File: src/rtl/vive_pkg.sv
// -----------------------------------------------------------------------------
// vive_pkg
//   Shared definitions for the triad frame merging path.
//   FRAME_W      : width of one sensor_iterations frame
//   triad_id_w() : width of a triad index for a given number of triads
//   arb_state_e  : arbiter FSM states
// -----------------------------------------------------------------------------
package vive_pkg;

    localparam int FRAME_W = 102;

    typedef enum logic [1:0] {
        ST_IDLE     = 2'd0,
        ST_CAPTURE  = 2'd1,
        ST_ACK_WAIT = 2'd2
    } arb_state_e;

    // Width of a triad index; never narrower than one bit.
    function automatic int triad_id_w(input int num_triads);
        return (num_triads <= 2) ? 1 : $clog2(num_triads);
    endfunction

endpackage

File: src/rtl/frame_fifo.sv
// -----------------------------------------------------------------------------
// frame_fifo
//   Synchronous single-clock FIFO holding {triad index, frame} entries.
//   The storage array carries no reset so it can map onto block RAM; only the
//   pointers and the occupancy count are reset.
// Ports
//   clk_i  : clock
//   rst_i  : asynchronous active-high reset (empties the FIFO)
//   push   : write din this cycle (ignored while full)
//   pop    : drop the head entry this cycle (ignored while empty)
//   din    : entry to write
//   dout   : current head entry
//   full   : DEPTH entries held
//   empty  : no entries held
// -----------------------------------------------------------------------------
module frame_fifo #(
    parameter int WIDTH = 8,
    parameter int DEPTH = 4
) (
    input  logic             clk_i,
    input  logic             rst_i,
    input  logic             push,
    input  logic             pop,
    input  logic [WIDTH-1:0] din,
    output logic [WIDTH-1:0] dout,
    output logic             full,
    output logic             empty
);

    localparam int AW = $clog2(DEPTH);
    localparam int CW = $clog2(DEPTH) + 1;

    logic [WIDTH-1:0] mem_q [DEPTH];
    logic [AW-1:0]    wr_ptr_q;
    logic [AW-1:0]    rd_ptr_q;
    logic [CW-1:0]    count_q;
    logic [CW-1:0]    count_d;
    logic             do_push;
    logic             do_pop;

    assign full    = (count_q == CW'(DEPTH));
    assign empty   = (count_q == '0);
    assign do_push = push && !full;
    assign do_pop  = pop && !empty;
    assign dout    = mem_q[rd_ptr_q];

    // Push and pop in the same cycle leave the count unchanged.
    always_comb begin
        count_d = count_q;
        case ({do_push, do_pop})
            2'b10:   count_d = count_q + 1'b1;
            2'b01:   count_d = count_q - 1'b1;
            default: count_d = count_q;
        endcase
    end

    // DEPTH is a power of two, so the pointers wrap naturally.
    always_ff @(posedge clk_i or posedge rst_i) begin
        if (rst_i) begin
            wr_ptr_q <= '0;
            rd_ptr_q <= '0;
            count_q  <= '0;
        end else begin
            if (do_push) begin
                wr_ptr_q <= wr_ptr_q + 1'b1;
            end
            if (do_pop) begin
                rd_ptr_q <= rd_ptr_q + 1'b1;
            end
            count_q <= count_d;
        end
    end

    always_ff @(posedge clk_i) begin
        if (do_push) begin
            mem_q[wr_ptr_q] <= din;
        end
    end

endmodule

File: src/rtl/triad_frame_arbiter.sv
// -----------------------------------------------------------------------------
// triad_frame_arbiter
//   Merges frames from NUM_TRIADS triad_manager instances into one stream for
//   the serial transmitter. Each triad holds data_avl high with a stable frame
//   until acknowledged through reset_parser (4-phase handshake). Requests are
//   served round-robin, queued with their triad index in a small FIFO and
//   handed to the UART, which consumes the head with a rising edge on uart_ack.
//   Everything runs on clk_12MHz; data_avl is synchronised on entry.
// Ports
//   clk_12MHz         : clock (UART domain)
//   reset             : asynchronous active-high reset
//   data_avl          : per-triad frame-valid levels (foreign clock origin)
//   sensor_iterations : packed frames, triad i at [i*FRAME_W +: FRAME_W]
//   reset_parser      : per-triad acknowledge levels, at most one high
//   data_availible    : FIFO head valid
//   frame_out         : FIFO head frame
//   triad_id          : source triad of the FIFO head
//   uart_ack          : UART consumed the head (rising edge pops)
//   overflow_seen     : sticky, a request was held off by a full FIFO
// -----------------------------------------------------------------------------
module triad_frame_arbiter
    import vive_pkg::*;
#(
    parameter int  NUM_TRIADS = 4,
    parameter int  FRAME_W    = vive_pkg::FRAME_W,
    parameter int  FIFO_DEPTH = 4,
    localparam int ID_W       = triad_id_w(NUM_TRIADS)
) (
    input  logic                          clk_12MHz,
    input  logic                          reset,
    input  logic [NUM_TRIADS-1:0]         data_avl,
    input  logic [NUM_TRIADS*FRAME_W-1:0] sensor_iterations,
    output logic [NUM_TRIADS-1:0]         reset_parser,
    output logic                          data_availible,
    output logic [FRAME_W-1:0]            frame_out,
    output logic [ID_W-1:0]               triad_id,
    input  logic                          uart_ack,
    output logic                          overflow_seen
);

    localparam int ENTRY_W = ID_W + FRAME_W;

    // ---------------------------------------------------------------- sync
    logic [NUM_TRIADS-1:0] avl_meta_q;
    logic [NUM_TRIADS-1:0] avl_sync_q;

    always_ff @(posedge clk_12MHz or posedge reset) begin
        if (reset) begin
            avl_meta_q <= '0;
            avl_sync_q <= '0;
        end else begin
            avl_meta_q <= data_avl;
            avl_sync_q <= avl_meta_q;
        end
    end

    // Frame slots; a slot is only sampled while its synced data_avl is high,
    // when the source guarantees it is stable.
    logic [FRAME_W-1:0] frame_slot [NUM_TRIADS];

    generate
        for (genvar gi = 0; gi < NUM_TRIADS; gi++) begin : g_slot
            assign frame_slot[gi] = sensor_iterations[gi*FRAME_W +: FRAME_W];
        end
    endgenerate

    // ---------------------------------------------------------- arbitration
    arb_state_e            state_q;
    logic [ID_W-1:0]       grant_q;
    logic [ID_W-1:0]       rr_q;
    logic [FRAME_W-1:0]    cap_frame_q;
    logic [NUM_TRIADS-1:0] reset_parser_q;
    logic                  overflow_q;

    logic                  req_any;
    logic [ID_W-1:0]       req_idx;
    logic [ID_W-1:0]       rr_next;
    logic [ID_W-1:0]       cand_idx;
    int                    cand;

    logic                  fifo_push;
    logic                  fifo_pop;
    logic [ENTRY_W-1:0]    fifo_din;
    logic [ENTRY_W-1:0]    fifo_dout;
    logic                  fifo_full;
    logic                  fifo_empty;

    // First requester at or above rr_q, wrapping. Scanning from the far end
    // down lets the nearest candidate overwrite the others.
    always_comb begin
        req_any  = 1'b0;
        req_idx  = '0;
        cand     = 0;
        cand_idx = '0;
        for (int k = NUM_TRIADS - 1; k >= 0; k--) begin
            cand = int'(rr_q) + k;
            if (cand >= NUM_TRIADS) begin
                cand = cand - NUM_TRIADS;
            end
            cand_idx = ID_W'(cand);
            if (avl_sync_q[cand_idx]) begin
                req_any = 1'b1;
                req_idx = cand_idx;
            end
        end
    end

    assign rr_next = (grant_q == ID_W'(NUM_TRIADS - 1)) ? '0 : grant_q + 1'b1;

    // The full check uses the registered FIFO state only: a pop in the same
    // cycle does not free the slot for this evaluation.
    always_ff @(posedge clk_12MHz or posedge reset) begin
        if (reset) begin
            state_q        <= ST_IDLE;
            grant_q        <= '0;
            rr_q           <= '0;
            cap_frame_q    <= '0;
            reset_parser_q <= '0;
            overflow_q     <= 1'b0;
        end else begin
            case (state_q)
                ST_IDLE: begin
                    if (req_any) begin
                        if (fifo_full) begin
                            overflow_q <= 1'b1;
                        end else begin
                            grant_q        <= req_idx;
                            cap_frame_q    <= frame_slot[req_idx];
                            reset_parser_q <= NUM_TRIADS'(1) << req_idx;
                            state_q        <= ST_CAPTURE;
                        end
                    end
                end
                ST_CAPTURE: begin
                    rr_q    <= rr_next;
                    state_q <= ST_ACK_WAIT;
                end
                ST_ACK_WAIT: begin
                    // Release only once the source has seen the acknowledge
                    // and withdrawn its request.
                    if (!avl_sync_q[grant_q]) begin
                        reset_parser_q <= '0;
                        state_q        <= ST_IDLE;
                    end
                end
                default: begin
                    reset_parser_q <= '0;
                    state_q        <= ST_IDLE;
                end
            endcase
        end
    end

    assign fifo_push = (state_q == ST_CAPTURE);
    assign fifo_din  = {grant_q, cap_frame_q};

    frame_fifo #(
        .WIDTH (ENTRY_W),
        .DEPTH (FIFO_DEPTH)
    ) u_fifo (
        .clk_i (clk_12MHz),
        .rst_i (reset),
        .push  (fifo_push),
        .pop   (fifo_pop),
        .din   (fifo_din),
        .dout  (fifo_dout),
        .full  (fifo_full),
        .empty (fifo_empty)
    );

    // ---------------------------------------------------------- output side
    logic               ack_prev_q;
    logic               dav_q;
    logic [FRAME_W-1:0] frame_out_q;
    logic [ID_W-1:0]    triad_id_q;

    // One pop per uart_ack rising edge, and only for a head the UART can
    // actually see (registered valid high) that still exists.
    assign fifo_pop = uart_ack && !ack_prev_q && dav_q && !fifo_empty;

    always_ff @(posedge clk_12MHz or posedge reset) begin
        if (reset) begin
            ack_prev_q  <= 1'b0;
            dav_q       <= 1'b0;
            frame_out_q <= '0;
            triad_id_q  <= '0;
        end else begin
            ack_prev_q <= uart_ack;
            dav_q      <= !fifo_empty;
            // Hold the last head when empty so the bus never shows
            // unwritten storage.
            if (!fifo_empty) begin
                frame_out_q <= fifo_dout[FRAME_W-1:0];
                triad_id_q  <= fifo_dout[ENTRY_W-1:FRAME_W];
            end
        end
    end

    assign reset_parser   = reset_parser_q;
    assign overflow_seen  = overflow_q;
    assign data_availible = dav_q;
    assign frame_out      = frame_out_q;
    assign triad_id       = triad_id_q;

endmodule

File: config.mk
export PLATFORM = sky130hd
export DESIGN_NAME = triad_frame_arbiter
export DESIGN_NICKNAME = d
export VERILOG_FILES = /design/src/rtl/vive_pkg.sv /design/src/rtl/frame_fifo.sv /design/src/rtl/triad_frame_arbiter.sv
export SDC_FILE = /design/constraint.sdc
export NUM_CORES = 1
export LEC_CHECK = 0
export CAP_MARGIN = 30
export CORE_MARGIN = 10
export CORE_UTILIZATION = 25
export CTS_CLUSTER_DIAMETER = 60
export DETAILED_ROUTE_END_ITERATION = 6
export PLACE_DENSITY_LB_ADDON = 0.25
export SLEW_MARGIN = 5
export SYNTH_ARGS = -nofsm -noshare
export SYNTH_HDL_FRONTEND = slang
export SYNTH_SLANG_ARGS = --single-unit
File: constraint.sdc
create_clock -name clk_12MHz -period 26.4 [get_ports clk_12MHz]
set_clock_uncertainty 0.2 [all_clocks]
set_input_delay 7.92 -clock clk_12MHz [delete_from_list [all_inputs] [get_ports clk_12MHz]]
set_output_delay 7.92 -clock clk_12MHz [all_outputs]
set_load 0.1 [all_outputs]
# Word level (Yosys, flattened, before mapping)
# Memory sizes are Yosys's and may differ from the RTL's. A register that Yosys moved wholly into a read port is not among the register bits.
# Index checks and enable logic that the tools add are counted.
classes:
  eq_ne: 9
  reduce_logical: 16
  n_lt_le_gt_ge: 10
  div_mod_pow: 0
  mux: 37
  n_mul: 0
  n_addsub: 12
  n_bitwise: 3
  shifts: 1
ops:
  columns: ["operator", "n"]
  rows:
  - ["$bmux 102 s2", 1]
  - ["$mux 102", 2]
  - ["$mux 2", 12]
  - ["$lt 2x3->1 const B", 5]
  - ["$ge 3x3->1 const B", 4]
  - ["$mux 4", 3]
  - ["$pmux 4 s3", 1]
  - ["$mux 1", 11]
  - ["$bmux 1 s2", 5]
  - ["$reduce_and 3->1", 3]
  - ["$sub 2x1->2 const B", 4]
  - ["$add 2x1->2 const B", 3]
  - ["$add 2x2->3 const B", 2]
  - ["$eq 2x2->1 const B", 3]
  - ["$ne 2x2->1 const B", 3]
  - ["$pmux 2 s3", 1]
  - ["$pmux 3 s2", 1]
  - ["$logic_and 1x1->1", 5]
  - ["$eq 2x1->1 const B", 2]
  - ["$logic_not 1->1", 4]
  - ["$reduce_and 4->1", 1]
  - ["$shl 1x2->4 const A", 1]
  - ["$add 2x1->3 const B", 1]
  - ["$add 3x1->3 const B", 1]
  - ["8 further kinds", 9]
totals:
  ramBits: 416
  memories: 1
  wordCells: 102
  latch_bits: 0
  rom_bits: 0
  inputBits: 415
  reg_bits: 130
mem_list:
  columns: ["name", "words", "word_bits", "read_ports", "rd_ports_with_merged_regs", "write_ports", "line_no", "source"]
  rows:
  - ["u_fifo.mem_q", 4, 104, 1, 1, 1, "frame_fifo.sv:33", "logic [WIDTH-1:0] mem_q [DEPTH];"]

# Longest topological paths before layout
logic_depth:
  ltp_word: 13
  ltp_mapped: 11

# Modules after synthesis
# Synthesis repeated with hierarchy kept, for this count alone.
hier_totals:
  hier_cells: 1682
  area_unflattened_um2: 26646.8
by_module_without_submodules:
  columns: ["module", "area_each_um2", "cells_each", "instances"]
  rows:
  - ["frame_fifo", 15416.0, 582, 1]
  - ["triad_frame_arbiter", 11230.8, 1100, 1]

# Worst setup path before layout
# Ideal clock, no wire load.
synth_timing:
  path_type: "input to register"
  start: "input port uart_ack"
  end: "register u_fifo.count_q[2]"
  n_path_buf: 0
  path_slack_ns: 16.980
  cell_stages: 7
  t_arrival_ns: 9.141
  setup_ns: 0.079
  required_time_ns: 26.121
  path_cell_list: "and4b_1 > ha_1 > inv_1 > fa_1 > xor2_1 > nor2_1 > xor2_1"
synth_via:
  elab_chain_len: 6
  word_cells_on_any_way: 8
synth_rtl:
  columns: ["item", "line_no", "source"]
  rows:
  - ["from (decl)", "triad_frame_arbiter.sv:37", "input logic uart_ack,"]
  - ["$logic_and 1x1->1 * (3 in a row)", "triad_frame_arbiter.sv:179", "assign fifo_pop = uart_ack && !ack_prev_q && dav_q && !fifo_empty;"]
  - ["$logic_and 1x1->1 *", "frame_fifo.sv:44", "assign do_pop = pop && !empty;"]
  - ["$eq 2x1->1 / $eq 2x2->1 (equally long branches)", "frame_fifo.sv:50", "case ({do_push, do_pop})"]
  - ["$pmux 3 s2 / $reduce_bool 2->1 (equally long branches)", null, null]
  - ["to (signal assigned)", "frame_fifo.sv:70", "count_q <= count_d;"]
  - ["to (decl)", "frame_fifo.sv:36", "logic [CW-1:0] count_q;"]
# Mark *: on every way between the ends. The rest lies on a longest branch, timed or not.
# A chain may end at the register's enable or synchronous reset.

# Final worst setup path
layout_timing:
  start: "register frame_out_q[65], in the netlist frame_out[65] (read register of u_fifo.mem_q)"
  end: "output port frame_out[65]"
layout_rtl:
  columns: ["item", "line_no", "source"]
  rows:
  - ["from (decl)", "triad_frame_arbiter.sv:174", "logic [FRAME_W-1:0] frame_out_q;"]
  - ["to (decl)", "triad_frame_arbiter.sv:35", "output logic [FRAME_W-1:0] frame_out,"]
# No word-level cell between the ends.

==> results.sh <==
export IMPL_cts_hold_fix_buffers=0
export IMPL_drtIter0Drc=679
export IMPL_holdWs_ps=143
export IMPL_clock_fmax_mhz=97.2
export IMPL_worst_setup_path_startpoint="frame_out[65]"
export IMPL_crit_path_cell_chain="clkdlybuf4s50_1"
export IMPL_number_of_synthesized_flops_with_an_enable_pin=416
export IMPL_grt_total_usage_pct=13.1
export IMPL_setup_tns_ps=0
export IMPL_critical_path_arrival_ps=2170
export IMPL_place_hpwl_um=53900
export IMPL_path_delay_family="buffers and inverters"
export IMPL_layout_drive_gt1_share_pct=17.3
export IMPL_grt_pass1_vias=17838
export IMPL_dr_total_vias=15813
export IMPL_post_cts_resized_instances=0
export IMPL_synth_seq_area_share_pct=70.1
export IMPL_syn_to_final_growth_pct=37.6
export IMPL_ys_types=41
export IMPL_worst_path_max_fanout=2
export IMPL_hold_viol=0
export IMPL_dp_worst_setup_slack_ps=16060
export IMPL_buffer_ports_inserted=524
export IMPL_post_detailed_route_drc_marker_count=0
export IMPL_utilization_pct=34.7
export IMPL_timing_worst_setup_path_type="reg2out"
export IMPL_max_clock_path_buffers=3
export IMPL_critPathBufInv=1
export IMPL_die_area_mm2=0.118
export IMPL_core_rowCount=118
export IMPL_setup_reg_to_reg_worst_slack_ps=22020
export IMPL_ys_flop_type="sky130_fd_sc_hd__edfxtp_1"
export IMPL_setup_viol_count_final=0
export IMPL_synth_fp_nets=1972
export IMPL_drt_wl_total_um=78400
export IMPL_clock_tree_htree_level_count=3
export IMPL_worst_slack_ps=16110
export IMPL_grt_pass1_wl_um=116000
export IMPL_later_pin_clock_latency_in_the_skew_report_ps=640
export IMPL_cts_setup_buffers=0
export IMPL_slew_violations=0
export IMPL_worst_path_largest_cell_delay_ps=1170
export IMPL_cts_clk_slew_worst_paths_ps=60
export IMPL_hold_class="reg2reg"
export IMPL_floorplan_initialDensity_pct=25.2
export IMPL_yosysWarningCount=0
export IMPL_tightestPinTransition_ps=1040
export IMPL_worstPathRequired_ps=18280
export IMPL_p_per_area_mw_per_mm2=137
export IMPL_timing_critical_path_to_type="primary output"
export IMPL_antenna_violations_before_repair=5
export IMPL_timing_critical_path_from_type="flop"
export IMPL_hold_path_startpoint="avl_meta_q[0]"
export IMPL_die_height_um=344
export IMPL_clockRootBuffer="sky130_fd_sc_hd__clkbuf_16"
export IMPL_num_io_pins=525
export IMPL_cts_inserted_buffers=78
export IMPL_design_power_total_mw=4.92
export IMPL_finalCriticalPeriod_ps=10290
export IMPL_die_w_um=344
export IMPL_tritoncts_num_sinks=650
export IMPL_max_cap_viol_count=0
export IMPL_number_of_standard_cells_after_synthesis=1550
export IMPL_synth_async_sr_flop_share_pct=36.0
export IMPL_r2r_start="avl_sync_q[1]"
export IMPL_crit_path_top_delay_cell="sky130_fd_sc_hd__clkdlybuf4s50_1"
export IMPL_core_area_mm2=0.104
export IMPL_synth_seq_cells=650
export IMPL_wl_per_cell_um=22.1
export IMPL_final_min_period_over_clock_period_pct=39.0
export IMPL_setup_repair_after_global_routing_missed_its_margin="no"
export IMPL_avgSynthCellArea_um2=16.9
export IMPL_p_leak_nw=12.9
export IMPL_place_congestion=0.753
export IMPL_detail_route_first_pass_iterations=4
export IMPL_nNetsFinal=2515
export IMPL_slew_headroom_pct=30.5
export IMPL_drt_vias_per_instance=4.47
export IMPL_ant_nets=0
export IMPL_global_route_overflow_total=0
export IMPL_ir_drop_mv=0.110
export IMPL_pin_count_of_the_biggest_net_entering_global_routing=107
export IMPL_run_status="complete, no violations"
export IMPL_synth_area_mm2=0.0262
export IMPL_cts_tree="built"
[cell usage in the layout (no fill, tap or decap), types with 2 or more instances in the layout]
master	instances
sky130_fd_sc_hd__bufinv_16	6
sky130_fd_sc_hd__clkinv_1	3
sky130_fd_sc_hd__dfrtp_1	232
sky130_fd_sc_hd__inv_8	2
sky130_fd_sc_hd__clkdlybuf4s50_1	523
sky130_fd_sc_hd__o21ai_0	2
sky130_fd_sc_hd__inv_6	8
sky130_fd_sc_hd__clkbuf_16	79
sky130_fd_sc_hd__a21oi_1	104
sky130_fd_sc_hd__nand2_1	109
sky130_fd_sc_hd__nor2b_1	2
sky130_fd_sc_hd__inv_1	10
sky130_fd_sc_hd__clkbuf_1	24
sky130_fd_sc_hd__dfrtp_4	2
sky130_fd_sc_hd__a21o_1	3
sky130_fd_sc_hd__xnor2_1	3
sky130_fd_sc_hd__mux2_2	88
sky130_fd_sc_hd__edfxtp_1	416
sky130_fd_sc_hd__clkinv_2	11
sky130_fd_sc_hd__clkinv_8	3
sky130_fd_sc_hd__xor2_1	3
sky130_fd_sc_hd__and2_4	4
sky130_fd_sc_hd__diode_2	2
sky130_fd_sc_hd__buf_4	23
sky130_fd_sc_hd__buf_16	21
sky130_fd_sc_hd__buf_12	2
sky130_fd_sc_hd__o21ai_1	3
sky130_fd_sc_hd__mux4_2	105
sky130_fd_sc_hd__clkinvlp_4	4
sky130_fd_sc_hd__clkbuf_8	6
sky130_fd_sc_hd__o221ai_1	103
sky130_fd_sc_hd__nor3_1	3
sky130_fd_sc_hd__mux2_1	17
sky130_fd_sc_hd__ha_1	6
sky130_fd_sc_hd__o21a_1	2
sky130_fd_sc_hd__mux2i_1	103
sky130_fd_sc_hd__nor2_1	106
[routing by layer]
layer	up-vias	routed length [um]	track usage (%)
li1	7153	-	-
met1	8176	32900	16.2
met2	384	39300	22.3
met3	96	4700	3.48
met4	4	1500	3.90
met5	-	28	0
[worst paths after layout]
path,to,depth (start not counted)
setup / recovery,frame_out[65],1
setup reg to reg,cap_frame_q[66],8
hold reg to reg,avl_sync_q[0],0
hold / removal,avl_sync_q[0],0
max in group asynchronous,frame_out[28],3
min in group asynchronous,cap_frame_q[35],2
[sequential cells by signal (all words and copies together), names as in the netlist]
register and cells:
rr_q 2, reset_parser 4, overflow_seen 1, frame_out 102, u_fifo.rd_ptr_q 2, avl_sync_q 4, data_availible 1, ack_prev_q 1
state_q 2, triad_id 2, grant_q 2, u_fifo.mem_q 416, avl_meta_q 4, u_fifo.wr_ptr_q 2, u_fifo.count_q 3, cap_frame_q 102
[cell usage after synthesis (all sizes together), types with 2 or more instances]
| master | instances | area, um2 |
|---|---|---|
| nor3 | 3 | 15.0 |
| inv | 13 | 48.8 |
| a21oi | 104 | 521 |
| nor2b | 2 | 12.5 |
| nand2 | 110 | 415 |
| buf | 58 | 397 |
| mux2 | 105 | 1180 |
| edfxtp | 416 | 12500 |
| nand2b | 2 | 12.5 |
| and2 | 4 | 25.0 |
| a21o | 3 | 22.5 |
| dfrtp | 234 | 5860 |
| clkbuf | 48 | 180 |
| o21a | 2 | 15.0 |
| mux4 | 105 | 2360 |
| xor2 | 3 | 26.3 |
| nor2 | 106 | 398 |
| o221ai | 103 | 902 |
| o21ai | 5 | 25.0 |
| mux2i | 103 | 1030 |
| ha | 6 | 75.1 |
| xnor2 | 3 | 26.3 |
[metrics by stage]
stage	area, um2	cells
2_1_floorplan	26200	1550
3_3_place_gp	32800	3370
3_5_place_dp	33300	3389
4_1_cts	35900	3535
5_1_grt	36000	3539
6_report	36000	3541
[cells by family after synthesis]
kind of cell | Yosys count | share of synthesized area, %
adder cells (fa/ha/maj) | 7 | 0.363
XOR/XNOR | 6 | 0.201
AND/OR/NAND/NOR | 231 | 3.47
AO/OA/AOI/OAI | 224 | 5.96
multiplexers | 313 | 17.5
flip-flops | 650 | 70.1
buffers and inverters | 119 | 2.39
[where the power goes]
group,internal [mW],switching [mW]
combinational,0.771,1.36
sequential,1.50,0.224
clock,0.636,0.430
total,2.91,2.01
[final cells by class]
cell class              instances  area (um2)
clock inverters                37         437
flip-flops and latches        650       18400
clock buffers                 109        2150
well taps                    1380        1730
multi-input cells             781        7240
diodes                          2        5.00
inverters                      13        58.8
fillers                      9904       67800
repair buffers                569        6030
Power figures use the tool's default switching activity.
